**src/rtl/tfc_pkg.sv**
```systemverilog
// Shared light codes, monitor states and fault bit positions
// for the traffic-light conflict monitor.
package tfc_pkg;

    localparam logic [1:0] RED = 2'b00;
    localparam logic [1:0] YEL = 2'b01;
    localparam logic [1:0] GRN = 2'b10;
    localparam logic [1:0] BAD = 2'b11;

    localparam int F_CONFLICT = 0;
    localparam int F_ILLEGAL  = 1;
    localparam int F_BAD_SEQ  = 2;
    localparam int F_MIN_TIME = 3;

    typedef enum logic [1:0] {
        ST_MONITOR  = 2'b00,
        ST_FAULT    = 2'b01,
        ST_CLEARING = 2'b10
    } mon_state_e;

endpackage

```
**src/rtl/tfc_light_tracker.sv**
```systemverilog
// Per-light tracker: previous code, dwell counter and
// sequence / minimum-time / illegal-code checks.
import tfc_pkg::*;

module tfc_light_tracker #(
    parameter int unsigned CNT_W   = 8,
    parameter int unsigned GRN_MIN = 4,
    parameter int unsigned YEL_MIN = 2
) (
    input  logic       clk,
    input  logic       rst_n,
    input  logic [1:0] code,
    output logic       ill,
    output logic       bad_seq,
    output logic       min_time
);

    logic [1:0]       prev_q, prev_d;
    logic [CNT_W-1:0] dwell_q, dwell_d;

    // An illegal code freezes the history; a change checks the
    // transition and restarts the dwell, a hold extends it.
    always_comb begin
        prev_d   = prev_q;
        dwell_d  = dwell_q;
        ill      = 1'b0;
        bad_seq  = 1'b0;
        min_time = 1'b0;
        if (code == BAD) begin
            ill = 1'b1;
        end else if (code != prev_q) begin
            bad_seq = (prev_q == GRN && code == RED) ||
                      (prev_q == YEL && code == GRN) ||
                      (prev_q == RED && code == YEL);
            min_time =
                (prev_q == GRN &&
                 dwell_q < CNT_W'(GRN_MIN)) ||
                (prev_q == YEL &&
                 dwell_q < CNT_W'(YEL_MIN));
            prev_d  = code;
            dwell_d = CNT_W'(1);
        end else if (dwell_q != '1) begin
            dwell_d = dwell_q + 1'b1;
        end
    end

    // History registers
    always_ff @(posedge clk or negedge rst_n) begin
        if (!rst_n) begin
            prev_q  <= RED;
            dwell_q <= '0;
        end else begin
            prev_q  <= prev_d;
            dwell_q <= dwell_d;
        end
    end

endmodule

```
**src/rtl/tfc_signal_monitor.sv**
```systemverilog
// Conflict monitor: conflict logic, fault FSM, all-red
// recovery counter and flash divider.
import tfc_pkg::*;

module tfc_signal_monitor #(
    parameter int unsigned CNT_W      = 8,
    parameter int unsigned GRN_MIN    = 4,
    parameter int unsigned YEL_MIN    = 2,
    parameter int unsigned ALLRED_MIN = 3,
    parameter int unsigned FLASH_DIV  = 4
) (
    input  logic       clk,
    input  logic       rst_n,
    input  logic [1:0] main_l,
    input  logic [1:0] side_l,
    input  logic       ped_l,
    input  logic       clr_fault,
    output logic       fault,
    output logic [3:0] fault_code,
    output logic       flash,
    output logic [1:0] mon_state
);

    logic m_ill, m_seq, m_min;
    logic s_ill, s_seq, s_min;

    tfc_light_tracker #(
        .CNT_W(CNT_W), .GRN_MIN(GRN_MIN),
        .YEL_MIN(YEL_MIN)
    ) u_main (
        .clk(clk), .rst_n(rst_n), .code(main_l),
        .ill(m_ill), .bad_seq(m_seq), .min_time(m_min)
    );

    tfc_light_tracker #(
        .CNT_W(CNT_W), .GRN_MIN(GRN_MIN),
        .YEL_MIN(YEL_MIN)
    ) u_side (
        .clk(clk), .rst_n(rst_n), .code(side_l),
        .ill(s_ill), .bad_seq(s_seq), .min_time(s_min)
    );

    mon_state_e       state_q, state_d;
    logic [3:0]       code_q, code_d;
    logic [CNT_W-1:0] allred_q, allred_d;
    logic [CNT_W-1:0] div_q, div_d;
    logic             flash_q, flash_d;
    logic [3:0]       viol;
    logic             main_go, side_go, all_red;

    // Decode this edge's violations into fault bit positions
    always_comb begin
        main_go = (main_l != RED);
        side_go = (side_l != RED);
        all_red = !main_go && !side_go && !ped_l;
        viol = '0;
        viol[F_CONFLICT] = (main_go && side_go) ||
                           (ped_l && (main_go || side_go));
        viol[F_ILLEGAL]  = m_ill | s_ill;
        viol[F_BAD_SEQ]  = m_seq | s_seq;
        viol[F_MIN_TIME] = m_min | s_min;
    end

    // Fault FSM, sticky code, all-red counter and flash divider
    always_comb begin
        state_d  = state_q;
        code_d   = code_q | viol;
        allred_d = '0;
        div_d    = '0;
        flash_d  = 1'b0;
        unique case (state_q)
            ST_MONITOR: begin
                if (viol != '0) state_d = ST_FAULT;
            end
            ST_FAULT: begin
                if (viol == '0 && clr_fault)
                    state_d = ST_CLEARING;
            end
            ST_CLEARING: begin
                if (viol != '0) begin
                    state_d = ST_FAULT;
                end else begin
                    if (all_red && allred_q != '1)
                        allred_d = allred_q + 1'b1;
                    else if (all_red)
                        allred_d = allred_q;
                    if (allred_d == CNT_W'(ALLRED_MIN)) begin
                        state_d  = ST_MONITOR;
                        code_d   = '0;
                        allred_d = '0;
                    end
                end
            end
            default: state_d = ST_MONITOR;
        endcase
        if (state_q == ST_FAULT && state_d == ST_FAULT) begin
            flash_d = flash_q;
            div_d   = div_q + 1'b1;
            if (div_q == CNT_W'(FLASH_DIV - 1)) begin
                div_d   = '0;
                flash_d = ~flash_q;
            end
        end
    end

    // Monitor state registers
    always_ff @(posedge clk or negedge rst_n) begin
        if (!rst_n) begin
            state_q  <= ST_MONITOR;
            code_q   <= '0;
            allred_q <= '0;
            div_q    <= '0;
            flash_q  <= 1'b0;
        end else begin
            state_q  <= state_d;
            code_q   <= code_d;
            allred_q <= allred_d;
            div_q    <= div_d;
            flash_q  <= flash_d;
        end
    end

    assign fault      = (state_q != ST_MONITOR);
    assign fault_code = code_q;
    assign flash      = flash_q;
    assign mon_state  = state_q;

endmodule
```
**config.mk**
```make
export PLATFORM = sky130hd
export DESIGN_NAME = tfc_signal_monitor
export DESIGN_NICKNAME = d
export VERILOG_FILES = /design/src/rtl/tfc_pkg.sv /design/src/rtl/tfc_light_tracker.sv /design/src/rtl/tfc_signal_monitor.sv
export SDC_FILE = /design/constraint.sdc
export NUM_CORES = 1
export LEC_CHECK = 0
export ABC_AREA = 1
export CORE_UTILIZATION = 64
export DETAILED_ROUTE_END_ITERATION = 8
export GPL_ROUTABILITY_DRIVEN = 1
export PLACE_DENSITY = 0.85
export SYNTH_ARGS = -nofsm -noshare
export SYNTH_HDL_FRONTEND = slang
export SYNTH_HIERARCHICAL = 1
export SYNTH_SLANG_ARGS = --single-unit
```
**constraint.sdc**
```tcl
create_clock -name clk -period 3.4 [get_ports clk]
set_input_delay 0.85 -clock clk [delete_from_list [all_inputs] [get_ports clk]]
set_output_delay 0.85 -clock clk [all_outputs]
set_load 0.005 [all_outputs]
```
## Word level (Yosys, flattened, before mapping)

Cells that the tools add are included.
W data, S select, Z words.

- Register bits: 43
- Latch bits: 0
- Bits in writable memories: 0
- Bits in read-only memories: 0
- Bits of input ports: 8
- Word-level logic and storage cells: 122
- Memories kept: 0

- $add $sub $neg: 4
- $mul: 0
- Divide/modulo/power cells: 0
- $lt $le $gt $ge: 4
- Equality and inequality tests: 21
- Shift operators: 0
- Mux-type cells: 33
- Bitwise logic cells: 7
- Reduce and logical (&&, ||, !) cells: 44

Operators with widths:

| cell | count |
|---|---|
| $mux W8 | 13 |
| $add A8 B1 Y8 const B | 4 |
| $ne A8 B8 Y1 const B | 3 |
| $logic_and A1 B1 Y1 | 17 |
| $eq A8 B2 Y1 const B | 2 |
| $lt A8 B2 Y1 const B | 2 |
| $lt A8 B3 Y1 const B | 2 |
| $eq A2 B2 Y1 const B | 7 |
| $eq A2 B1 Y1 const B | 6 |
| $mux W1 | 12 |
| $mux W4 | 3 |
| $logic_not A2 Y1 | 5 |
| $reduce_bool A2 Y1 | 5 |
| $logic_or A1 B1 Y1 | 8 |
| $mux W2 | 4 |
| $reduce_and A2 Y1 | 4 |
| $pmux W2 S3 | 1 |
| $logic_not A4 Y1 | 1 |
| $ne A2 B2 Y1 | 2 |
| $or A4 B4 Y4 | 1 |
| $reduce_bool A4 Y1 | 1 |
| $logic_not A1 Y1 | 3 |
| $not A1 Y1 | 3 |
| $or A1 B1 Y1 | 3 |
| $ne A2 B1 Y1 const B | 1 |

## Depth between registers and ports, before layout

- Depth after elaboration: 17
- Mapped depth: 12
- Depth with buffers taken out: 12

## Hierarchy

Netlist, hierarchy kept.

By module, submodules not included:

| module | instances | cells each | area an instance (µm²) |
|---|---|---|---|
| tfc_light_tracker | 2 | 102 | 725.7 |
| tfc_signal_monitor | 1 | 161 | 1345.0 |

## Worst setup path after synthesis

OpenSTA, ideal clock, no wires.

- Path kind: in2reg
- Start point: input side_l[0]
- End point: register code_q[0] (netlist: fault_code[0])
- Setup time: 0.113 ns
- Arrival: 2.203 ns
- Required time: 3.287 ns
- Setup slack: 1.084 ns
- Cell stages on the path: 12
- Buffers on the path: 0
- Path through: inv_2 nand2_1 nand2_2 nor2_8 nor3b_1 or2_1 nor3_2 nand2_2 nor3_4 nand3_2 nand2_1 inv_1

RTL lines:

| what | line | source |
|---|---|---|
| from (decl) | tfc_signal_monitor.sv:15 | `input logic [1:0] side_l,` |
| $ne A2 B2 Y1 | tfc_light_tracker.sv:31 | `end else if (code != prev_q) begin` |
| $mux W1 | tfc_light_tracker.sv:31 |  |
| $mux W1 (*) | tfc_light_tracker.sv:29 | `if (code == BAD) begin` |
| net s_min | tfc_signal_monitor.sv:25 | `logic s_ill, s_seq, s_min;` |
| $or A1 B1 Y1 (*) | tfc_signal_monitor.sv:61 | `viol[F_MIN_TIME] = m_min \| s_min;` |
| $reduce_bool A4 Y1 (*) | tfc_signal_monitor.sv:80 | `if (viol != '0) begin` |
| $mux W4 (*) | tfc_signal_monitor.sv:80 |  |
| $mux W4 (*) | tfc_signal_monitor.sv:71 | `unique case (state_q)` |
| net code_d[0] | tfc_signal_monitor.sv:44 | `logic [3:0] code_q, code_d;` |
| to (signal assigned) | tfc_signal_monitor.sv:116 | `code_q <= code_d;` |
| to (decl) | tfc_signal_monitor.sv:44 |  |

Mark *: on every way through the listed nets, which the timed path passes. The rest lies on a longest branch. The select of a mux whose other input is x is not followed.
A chain may end at the register's enable or synchronous reset.

## Worst setup path after layout

- Start point: input side_l[1]
- End point: register code_q[3] (netlist: fault_code[3])

RTL lines:

| what | line | source |
|---|---|---|
| $ne A2 B2 Y1 | tfc_light_tracker.sv:31 |  |
| $mux W1 | tfc_light_tracker.sv:31 |  |
| $mux W1 (*) | tfc_light_tracker.sv:29 |  |
| net s_min | tfc_signal_monitor.sv:25 |  |
| $or A1 B1 Y1 (*) | tfc_signal_monitor.sv:61 |  |
| $or A4 B4 Y4 | tfc_signal_monitor.sv:67 | `code_d = code_q \| viol;` |
| $mux W4 | tfc_signal_monitor.sv:87 | `if (allred_d == CNT_W'(ALLRED_MIN)) begin` |
| $mux W4 | tfc_signal_monitor.sv:80 |  |
| $mux W4 (*) | tfc_signal_monitor.sv:71 |  |
| net code_d[3] | tfc_signal_monitor.sv:44 |  |

Marks and branches as above.

==> reports/metrics.cfg <==
[floorplanning]
die_h_um = 68.1
row_count = 23
start_util_pct = 68.4
io_pins = 16
core_sq_mm = 0.00409
dieArea_sq_mm = 0.00464
die_w_um = 68.1

[setup_path]
slowest_stage = clkdlybuf4s50_1
r2r_cells = 12
cp-end-kind = register
reg2reg_setup_slack_ns = 1.30
critPathMaxFanout = 6
critPathLaunch = side_l[1]
timing.rr.start = u_side/prev_q[0]$_DFFE_PN0P_
required_ns = 3.60
cp-start-kind = primary input
cp_cell_sequence = clkdlybuf4s50_1, nand2_1, nand3_1, a21oi_1, nor3b_1, or2_1, nor3_2, nand2_2, nor3_4, nand3_2, nand2_1, inv_1
max_stage_delay_ns = 0.59
cpMostUsedCell = nand2_1
r2r_end = fault_code[3]$_DFF_PN0_
cp.arrival_ns = 3.05
crit_path_end = fault_code[3]$_DFF_PN0_
setup.worst_path.class = in -> reg

[cells_and_area]
num-fill-cells = 321
multiInputGateArea_sq_mm = 0.00148
nets = 396
syn_to_final_growth_pct = 9.84
final_cell_area_sq_mm = 0.00307
drive_gt1_share_pct = 19.7
n_antenna_cell = 0
seq_area_sq_mm = 0.00108

[power_and_ir_drop]
power_uw = 1240
powerDensity_mw_per_mm2 = 405
ir_drop_mv = 0.234
p_leak_uw = 0.00147

[sta]
setup_slack_ns = 0.548
min_period_ns = 2.85
hold_viol = 0
skew_ns = 0.0121
worst_slew_pin_slew_ns = 0.942
drv_slew = 0
fin_crit_sh_pct = 83.9
rsz0062_at_grt = false
fin_tns_setup_ns = 0
setup_viol = 0
relSlewSlack_pct = 37.2
max_freq_mhz = 351

[yosys]
ys_types = 33
syn_nets = 377
synth-seq-cells = 43
synth.area.top_cells = dfrtp_1 38%, nand2_1 12%, inv_1 5.8%
synth_area_sq_mm = 0.00280
synthArstFlopShare_pct = 100
yosys.area.top_type = dfrtp_1
synth-edff-count = 0
yosysWarnings = 6
synthCells = 365
yosysSeqAreaShare_pct = 38.5
synth_common_cells = 88 x nand2_1, 43 x dfrtp_1, 43 x inv_1, 30 x nor2_1, 28 x nand3_1
avgSynthCellArea_sq_um = 7.66
synth_top_cell_area_share_pct = 38.5
yosysMostFrequentCell = nand2_1
ys.flop_type = dfrtp_1

[clock_network]
clk_pin_slew_ns = 0.09
postCtsSetupBuffers = 0
cts-root-buf = clkbuf_8
clock_path_buffers = 2
cts_buffers = 5
cts_max_level = 2
ctsHoldBuffers = 0
cts_tree = built
clock_latency_ns = 0.30
cts_resized = 0
cts_sinks = 43

[grt]
grt_util_met1_pct = 31.5
grt_usage_pct = 25.0
gr-total-overflow = 0
grt_first_pass_wirelength_um = 8690
antenna_found_initial = 0
gr-usage-met2_pct = 42.2
grt_busiest_layer = met2
grt_max_degree = 44
met3_usage_pct = 5.00
grt_pass1_vias = 2098

[detailed_routing]
wirelength_um = 5250
wl_per_cell_um = 12.1
via_per_inst = 5.41
drtAntennaViolNets = 0
drc = 0
drt_iter0_drc = 104
firstDrtPassIters = 4
vias = 2352

[run]
cap_viol_max_count = 0

[run_status]
status = complete, no violations

[place]
port_buffers = 15
place_area_sq_mm = 0.00296
hpwl_um = 3880
post-place-ws_ns = 0.253
gp_congestion = 0.836

[hold_path]
min-delay-path-class = reg -> reg

power breakdown:
| group | internal [uW] | total, uW | switching [uW] |
|---|---|---|---|
| logic | 108 | 236 | 128 |
| registers | 559 | 604 | 44.7 |
| clock network | 221 | 404 | 183 |
state kept, by name (all words and copies together) (netlist names):
name / flops
allred_q: 8
div_q: 8
fault_code: 4
flash: 1
mon_state: 2
u_main/dwell_q: 8
u_main/prev_q: 2
u_side/dwell_q: 8
u_side/prev_q: 2
kinds of logic (layout without fill, tap and decap cells):
kind of cell / count (synthesis) / count (layout) / share of synthesized area, %
compound gates: 41 / 41 / 8.32
xor+xnor: 7 / 7 / 2.19
fa+ha+maj: 4 / 4 / 1.79
buf+inv: 53 / 73 / 8.46
flops: 43 / 43 / 38.5
simple gates: 217 / 217 / 40.8
layout make-up:
class,count,share of cell area (%)
Sequential cell,43,35.0
Inverter,50,6.15
Timing Repair Buffer,15,4.73
Clock buffer,5,2.24
Multi-Input combinational cell,269,48.3
Tap cell,50,2.04
Clock inverter,3,1.51
how the worst min path moves through the flow:
stage / start / endpoint / cells past startpoint
CTS: div_q[0]$_DFF_PN0_ / div_q[0]$_DFF_PN0_ / 1
global placement: div_q[0]$_DFF_PN0_ / div_q[0]$_DFF_PN0_ / 1
global route: div_q[0]$_DFF_PN0_ / div_q[0]$_DFF_PN0_ / 1
floorplan: div_q[0]$_DFF_PN0_ / div_q[0]$_DFF_PN0_ / 1
detailed placement: div_q[0]$_DFF_PN0_ / div_q[0]$_DFF_PN0_ / 1
finish: div_q[0]$_DFF_PN0_ / div_q[0]$_DFF_PN0_ / 1
worst max-delay path: cells and delay by family:
| kind | cells | cell delay [ns] |
|---|---|---|
| buf+inv | 2 | 0.63 |
| simple gates | 9 | 1.51 |
| compound gates | 1 | 0.05 |
layer usage:
metal / routed length (um) / part of all wire, %
met1: 2490 / 47
met4: 105 / 2.0
met5: 0 / 0
met2: 2450 / 47
met3: 205 / 3.9
cells in the final DEF (no fill, tap or decap):
cell type,n
nand2_1,88
inv_1,43
dfrtp_1,43
nor2_1,30
nand3_1,28
nand2_2,18
a21oi_1,14
clkdlybuf4s50_1,14
o21ai_0,11
nor2_2,10
o21ai_1,8
o21ai_2,7
or2_2,6
inv_2,6
nand3_2,6
nand2_4,6
nand4_1,5
clkbuf_8,5
xor2_1,4
nor3_1,4
nor3b_1,4
ha_1,4
xnor2_1,3
or2_1,2
nor2_4,2
nor2_8,2
nand3b_1,2
nor3_2,1
nor3_4,1
clkinv_2,1
and3_1,1
a31oi_1,1
nor4_2,1
bufinv_16,1
inv_6,1
clkinvlp_4,1
buf_2,1
metrics by stage:
stage | std cells | hold WS (ns) | util [%]
floorplan | 365 | 0.435 | -
global placement | 427 | 0.461 | 72.4
detailed placement | 427 | 0.462 | 72.4
CTS | 435 | 0.475 | 75.2
global route | 435 | 0.493 | 75.2
finish | 435 | 0.472 | 75.2
(Power assumes the default switching activity.)
